==> src/rtl/pipe_issue_ctrl.sv <==
// ---------------------------------------------------------------------------
// pipe_issue_ctrl
//
// ID-stage issue controller for a 5-stage RV32 pipeline. Every cycle it
// decides whether the instruction in ID advances to EX, stalls in ID, or is
// squashed. It handles four cases:
//   - load-use hazards against a load currently in EX
//   - taken branch/jump redirects resolved in EX
//   - data-memory back-pressure, which freezes the whole pipeline
//   - CSR serialization: a CSR issues only into an empty EX..WB pipe, and
//     nothing follows it until it has retired
//
// Ports:
//   clk, rst_n          pipeline clock, asynchronous active-low reset
//   id_valid            IF/ID register holds a real instruction
//   id_rs1/id_rs2       decoded source registers
//   id_use_rs1/rs2      instruction actually reads rs1/rs2
//   id_rd, id_regwrite  destination register and its write enable
//   id_memread          instruction is a load
//   id_csr              instruction is a CSR access
//   ex_redirect         EX resolved a taken branch/jump this cycle
//   mem_busy            data memory not ready; whole pipeline holds
//   issue               ID instruction enters EX this cycle
//   stall_pc            hold PC
//   stall_ifid          hold IF/ID register
//   flush_ifid          clear IF/ID valid
//   bubble_idex         load a NOP into ID/EX
//   freeze              hold ID/EX, EX/MEM, MEM/WB
//   ctrl_state          0 RUN, 1 DRAIN, 2 CSR_WAIT
// ---------------------------------------------------------------------------
module pipe_issue_ctrl #(
    parameter int DRAIN_DEPTH = 3
) (
    input  logic       clk,
    input  logic       rst_n,
    input  logic       id_valid,
    input  logic [4:0] id_rs1,
    input  logic [4:0] id_rs2,
    input  logic       id_use_rs1,
    input  logic       id_use_rs2,
    input  logic [4:0] id_rd,
    input  logic       id_regwrite,
    input  logic       id_memread,
    input  logic       id_csr,
    input  logic       ex_redirect,
    input  logic       mem_busy,
    output logic       issue,
    output logic       stall_pc,
    output logic       stall_ifid,
    output logic       flush_ifid,
    output logic       bubble_idex,
    output logic       freeze,
    output logic [1:0] ctrl_state
);

    typedef enum logic [1:0] {
        RUN      = 2'd0,
        DRAIN    = 2'd1,
        CSR_WAIT = 2'd2
    } state_t;

    state_t                 state;
    state_t                 next_state;
    logic [DRAIN_DEPTH-1:0] pipe_vld;
    logic                   ex_ld_vld;
    logic [4:0]             ex_ld_rd;

    logic inflight;
    logic hazard;
    logic use_run;

    logic issue_c;
    logic stall_pc_c;
    logic stall_ifid_c;
    logic flush_ifid_c;
    logic bubble_idex_c;
    logic freeze_c;

    assign inflight = |pipe_vld;

    // Only a load sitting in EX can create a hazard: anything older has
    // already produced its result and reaches ID through forwarding.
    assign hazard = id_valid & ex_ld_vld & (ex_ld_rd != 5'd0) &
                    ((id_use_rs1 & (id_rs1 == ex_ld_rd)) |
                     (id_use_rs2 & (id_rs2 == ex_ld_rd)));

    // -----------------------------------------------------------------------
    // State and tracking registers. Everything holds while the pipe is
    // frozen so the occupancy picture stays aligned with the real pipeline.
    // -----------------------------------------------------------------------
    always_ff @(posedge clk or negedge rst_n) begin
        if (!rst_n) begin
            state     <= RUN;
            pipe_vld  <= '0;
            ex_ld_vld <= 1'b0;
            ex_ld_rd  <= 5'd0;
        end else if (!freeze_c) begin
            state     <= next_state;
            pipe_vld  <= {pipe_vld[DRAIN_DEPTH-2:0], issue_c};
            ex_ld_vld <= issue_c & id_memread & id_regwrite;
            ex_ld_rd  <= id_rd;
        end
    end

    // -----------------------------------------------------------------------
    // Next-state and output decode. mem_busy outranks the redirect because
    // EX holds and re-presents the redirect once memory is ready again.
    // -----------------------------------------------------------------------
    always_comb begin
        next_state    = state;
        use_run       = 1'b0;
        issue_c       = 1'b0;
        stall_pc_c    = 1'b0;
        stall_ifid_c  = 1'b0;
        flush_ifid_c  = 1'b0;
        bubble_idex_c = 1'b0;
        freeze_c      = 1'b0;

        if (mem_busy) begin
            freeze_c     = 1'b1;
            stall_pc_c   = 1'b1;
            stall_ifid_c = 1'b1;
        end else if (ex_redirect) begin
            // ID holds a wrong-path instruction, including any pending CSR.
            flush_ifid_c  = 1'b1;
            bubble_idex_c = 1'b1;
            next_state    = RUN;
        end else begin
            case (state)
                RUN: begin
                    use_run = 1'b1;
                end
                DRAIN: begin
                    if (inflight) begin
                        stall_pc_c    = 1'b1;
                        stall_ifid_c  = 1'b1;
                        bubble_idex_c = 1'b1;
                    end else begin
                        issue_c    = 1'b1;
                        next_state = CSR_WAIT;
                    end
                end
                CSR_WAIT: begin
                    if (inflight) begin
                        stall_pc_c    = 1'b1;
                        stall_ifid_c  = 1'b1;
                        bubble_idex_c = 1'b1;
                    end else begin
                        // CSR retired: the ID instruction is handled as in
                        // RUN without losing a cycle.
                        use_run    = 1'b1;
                        next_state = RUN;
                    end
                end
                default: begin
                    next_state = RUN;
                end
            endcase
        end

        if (use_run) begin
            if (hazard) begin
                stall_pc_c    = 1'b1;
                stall_ifid_c  = 1'b1;
                bubble_idex_c = 1'b1;
            end else if (id_valid & id_csr & inflight) begin
                stall_pc_c    = 1'b1;
                stall_ifid_c  = 1'b1;
                bubble_idex_c = 1'b1;
                next_state    = DRAIN;
            end else if (id_valid & id_csr) begin
                issue_c    = 1'b1;
                next_state = CSR_WAIT;
            end else begin
                issue_c       = id_valid;
                bubble_idex_c = ~id_valid;
            end
        end
    end

    // Outputs are forced low for as long as reset is asserted.
    assign issue       = rst_n & issue_c;
    assign stall_pc    = rst_n & stall_pc_c;
    assign stall_ifid  = rst_n & stall_ifid_c;
    assign flush_ifid  = rst_n & flush_ifid_c;
    assign bubble_idex = rst_n & bubble_idex_c;
    assign freeze      = rst_n & freeze_c;
    assign ctrl_state  = rst_n ? state : RUN;

endmodule
==> config.mk <==
export PLATFORM = sky130hd
export DESIGN_NAME = pipe_issue_ctrl
export DESIGN_NICKNAME = d
export VERILOG_FILES = /design/src/rtl/pipe_issue_ctrl.sv
export SDC_FILE = /design/constraint.sdc
export NUM_CORES = 1
export LEC_CHECK = 0
export BUFFER_PORTS_ARGS = -buffer_cell sky130_fd_sc_hd__buf_4
export CAP_MARGIN = 20
export CORE_ASPECT_RATIO = 0.8
export CORE_UTILIZATION = 50
export DETAILED_ROUTE_END_ITERATION = 16
export PLACE_DENSITY_LB_ADDON = 0.05
export SYNTH_ARGS = -nofsm -noshare
export SYNTH_HDL_FRONTEND = slang
export SYNTH_SLANG_ARGS = --single-unit
==> constraint.sdc <==
create_clock -name clk -period 4.5 [get_ports clk]
set_input_delay 0.9 -clock clk [delete_from_list [all_inputs] [get_ports clk]]
set_output_delay 0.9 -clock clk [all_outputs]
set_load 0.01 [all_outputs]
==> summary.txt <==
Power and ir drop
  – Switching Power: between 150 and 200 µW
  – Reg power frac: 0.333
  – PD cells: ~400 nW/µm²
  – Peak supply drop: 0.3885 mV
  – Tot Pwr: roughly 450 µW
  – Clock power share: 0.140
  – Int Pwr: about 270 µW
  – Switching part of the total: 0.3955
  – P_leak: roughly 0.00052 µW
  – Gate power share: 0.527

Clock network
  – Cts hold-fix bufs: 0
  – Setup bufs post-CTS: 0
  – Worst-path clk slew: roughly 0.06 ns
  – CTS resizes: 0
  – CTS sink cnt: 11
  – CTS tree: yes
  – H-tree depth: 1
  – Clock Tree Root: clkbuf_4
  – Worst-skew pair later-pin latency: 0.26 ns
  – Max clock buf depth: 2
  – CTS Buf Count: 3

Timing
  – Max_slew headroom: 0.7358
  – Hold Fails Final Rpt: 0
  – Unrepaired setup endpoints after global routing: false
  – Worst Tran Pin Value: 0.3941 ns
  – Final setup violation count: 0
  – Final min period: 3.226 ns
  – Period utilization: 0.7168
  – Final Max Tran Viols: 0
  – Worst Skew: about 0.0034 ns
  – Setup tns final: 0 ns
  – Fmax: around 310 MHz

Critical path
  – Data arrival time of the critical path: ~2.3 ns
  – Critical Path RT: 3.60 ns
  – Flop2flop setup slack: ~2.5 ns
  – Crit path capture type: output port
  – Setup CP Type: input pin to output port
  – Critical Path Start Type: input pin
  – Worst Path Max Fanout: 3

Logic synthesis
  – Yosys warning count: 0
  – Main synth FF type: dfrtp_1
  – Syn Area/Cell: between 9 and 10 µm²
  – Post-synth EDFFs: 0
  – Synthesized instance count: between 80 and 90
  – Sequential share of the synthesized area: 0.3259
  – Synthesis-stage register bit count: 11
  – Async S/R FF share, synth: 1.000
  – Mapped Area: about 840 µm²
  – Post-synthesis net count: approximately 120
  – Yosys cell types: 32

Finish
  – Share of cells above drive strength 1: 0.3782
  – ANT cells: 0
  – Fill cells: 108
  – Register area: ~280 µm²
  – Post-route cell area: 1117 µm²
  – Final non-filler cell total: 140
  – Syn-to-layout area delta: 32.30%
  – Most common cell after layout, fill and taps aside: buf_4
  – Multi-input logic area: ~540 µm²
  – Most frequent cells in the layout: buf_4 (32), dfrtp_1 (11), xnor2_1 (10)
  – Layout Nets: 149

Drt
  – Residual DRC: 0
  – Post-DRT Antenna Nets: 0
  – Vias/cell: 5.507
  – Wirelength per Cell: approximately 14 µm
  – 1st-iter DRT viols: 23
  – Final wirelength: 1921 µm
  – Via count: ~770
  – 1st-pass router iterations: 4

GRT
  – First-pass GRT wire length: ~2900 µm
  – Number of global-route vias before repair: 636
  – Global-route usage over all layers: 0.2309
  – Initial antenna violation count: 0
  – GR Overflow Total: 0
  – Largest net degree at the start of global routing: 19

Floorplan
  – Cell row count: 12
  – Die area: about 1900 µm²
  – Initial Util: 0.5682
  – Die W: roughly 48 µm
  – Core area: 1486 µm²
  – Die H: 38.76 µm
  – # IOs: 33

Hold path
  – Hold WC Path Type: input pin to asynchronous set/reset pin

Placement
  – # placed instances: 136
  – I/O Buffers: 32
  – DP Area: 1091 µm²
  – GPL Wtd Cong: 0.8773
  – HPWL Detailed: 1555 µm

Flow run
  – Max-cap violations: 0

Status
  – Status: complete, no violations
## Yosys cell counts, drive strengths merged, types with 2 or more instances
library cell   n  area, µm²
nor3           2      15.01
nand2          7      26.28
or3            2      12.51
nand4          2      12.51
a22o           2      17.52
a221o          2      20.02
nor2           6      22.52
and2           5      31.28
inv            2      7.510
a21oi          5      25.02
ha             4      50.05
buf            2      12.51
mux2           7      78.83
dfrtp         11      275.3
xnor2         10      87.58
clkbuf         2      7.510
o21ai          3      15.01
## power by group through the flow
stage	clock (µW)	combinational (µW)	sequential, µW
2_1_floorplan	0	169	143
6_report	62.7	237	149
4_1_cts	66.6	234	149
3_5_place_dp	0	233	151
3_3_place_gp	0	225	150
5_1_grt	71.1	259	152
## kinds of logic (layout without fill, tap and decap cells)
kind of cell	count (synthesis)	in the layout	synth area share
flops	11	11	0.3259
mux	7	7	0.09334
xor+xnor	10	10	0.1037
buf+inv	6	38	0.03260
simple gates	29	29	0.1867
compound gates	20	20	0.1985
fa+ha+maj	4	4	0.05926
## critical path, stage by stage
cell and delay (ns):
buf_4 0.11, xnor2_1 0.16, nand4_1 0.11, o22ai_1 0.35
nand2_1 0.13, o211a_1 0.26, and2_1 0.17, buf_4 0.14
## routing by layer
metal | vias up | track usage | wire [µm]
li1 | 382 | - | -
met1 | 360 | 0.3382 | 889
met2 | 29 | 0.3547 | 921
met3 | 0 | 0.02804 | 110
met4 | 0 | 0.06250 | 0
met5 | - | 0 | 0
## cell type report
cell class / count / share of cell area
Clock buffer: 4 / 0.02352
Inverter: 2 / 0.006719
Multi-Input combinational cell: 70 / 0.4849
Sequential cell: 11 / 0.2464
Tap cell: 21 / 0.02352
Timing Repair Buffer: 32 / 0.2150
## through the flow
stage	hold WS (ns)	util	worst slack [ns]
global placement	0.5110	0.7340	1.357
global route	0.4783	0.7517	1.130
CTS	0.4702	0.7517	1.306
floorplan	0.4837	-	1.595
finish	0.4754	0.7517	1.274
detailed placement	0.5180	0.7340	1.306
## registers in the layout, summed over array words and instances, names as in the netlist
| signal | flops |
|---|---|
| state | 2 |
| ex_ld_rd | 5 |
| pipe_vld | 3 |
| ex_ld_vld | 1 |
## path summary, 6_finish.rpt
| check | to | from | cells after the start |
|---|---|---|---|
| worst max-delay path | issue | id_rs2[2] | 8 |
| worst min-delay path | pipe_vld[1] | rst_n | 1 |
| worst max register to register | state[1] | ex_ld_rd[0] | 5 |
| worst min register to register | ex_ld_vld | ex_ld_vld | 1 |
| max in group asynchronous | ex_ld_rd[0] | rst_n | 1 |
| min in group clk | ex_ld_vld | ex_ld_vld | 1 |
Power figures use the tool's default switching activity.
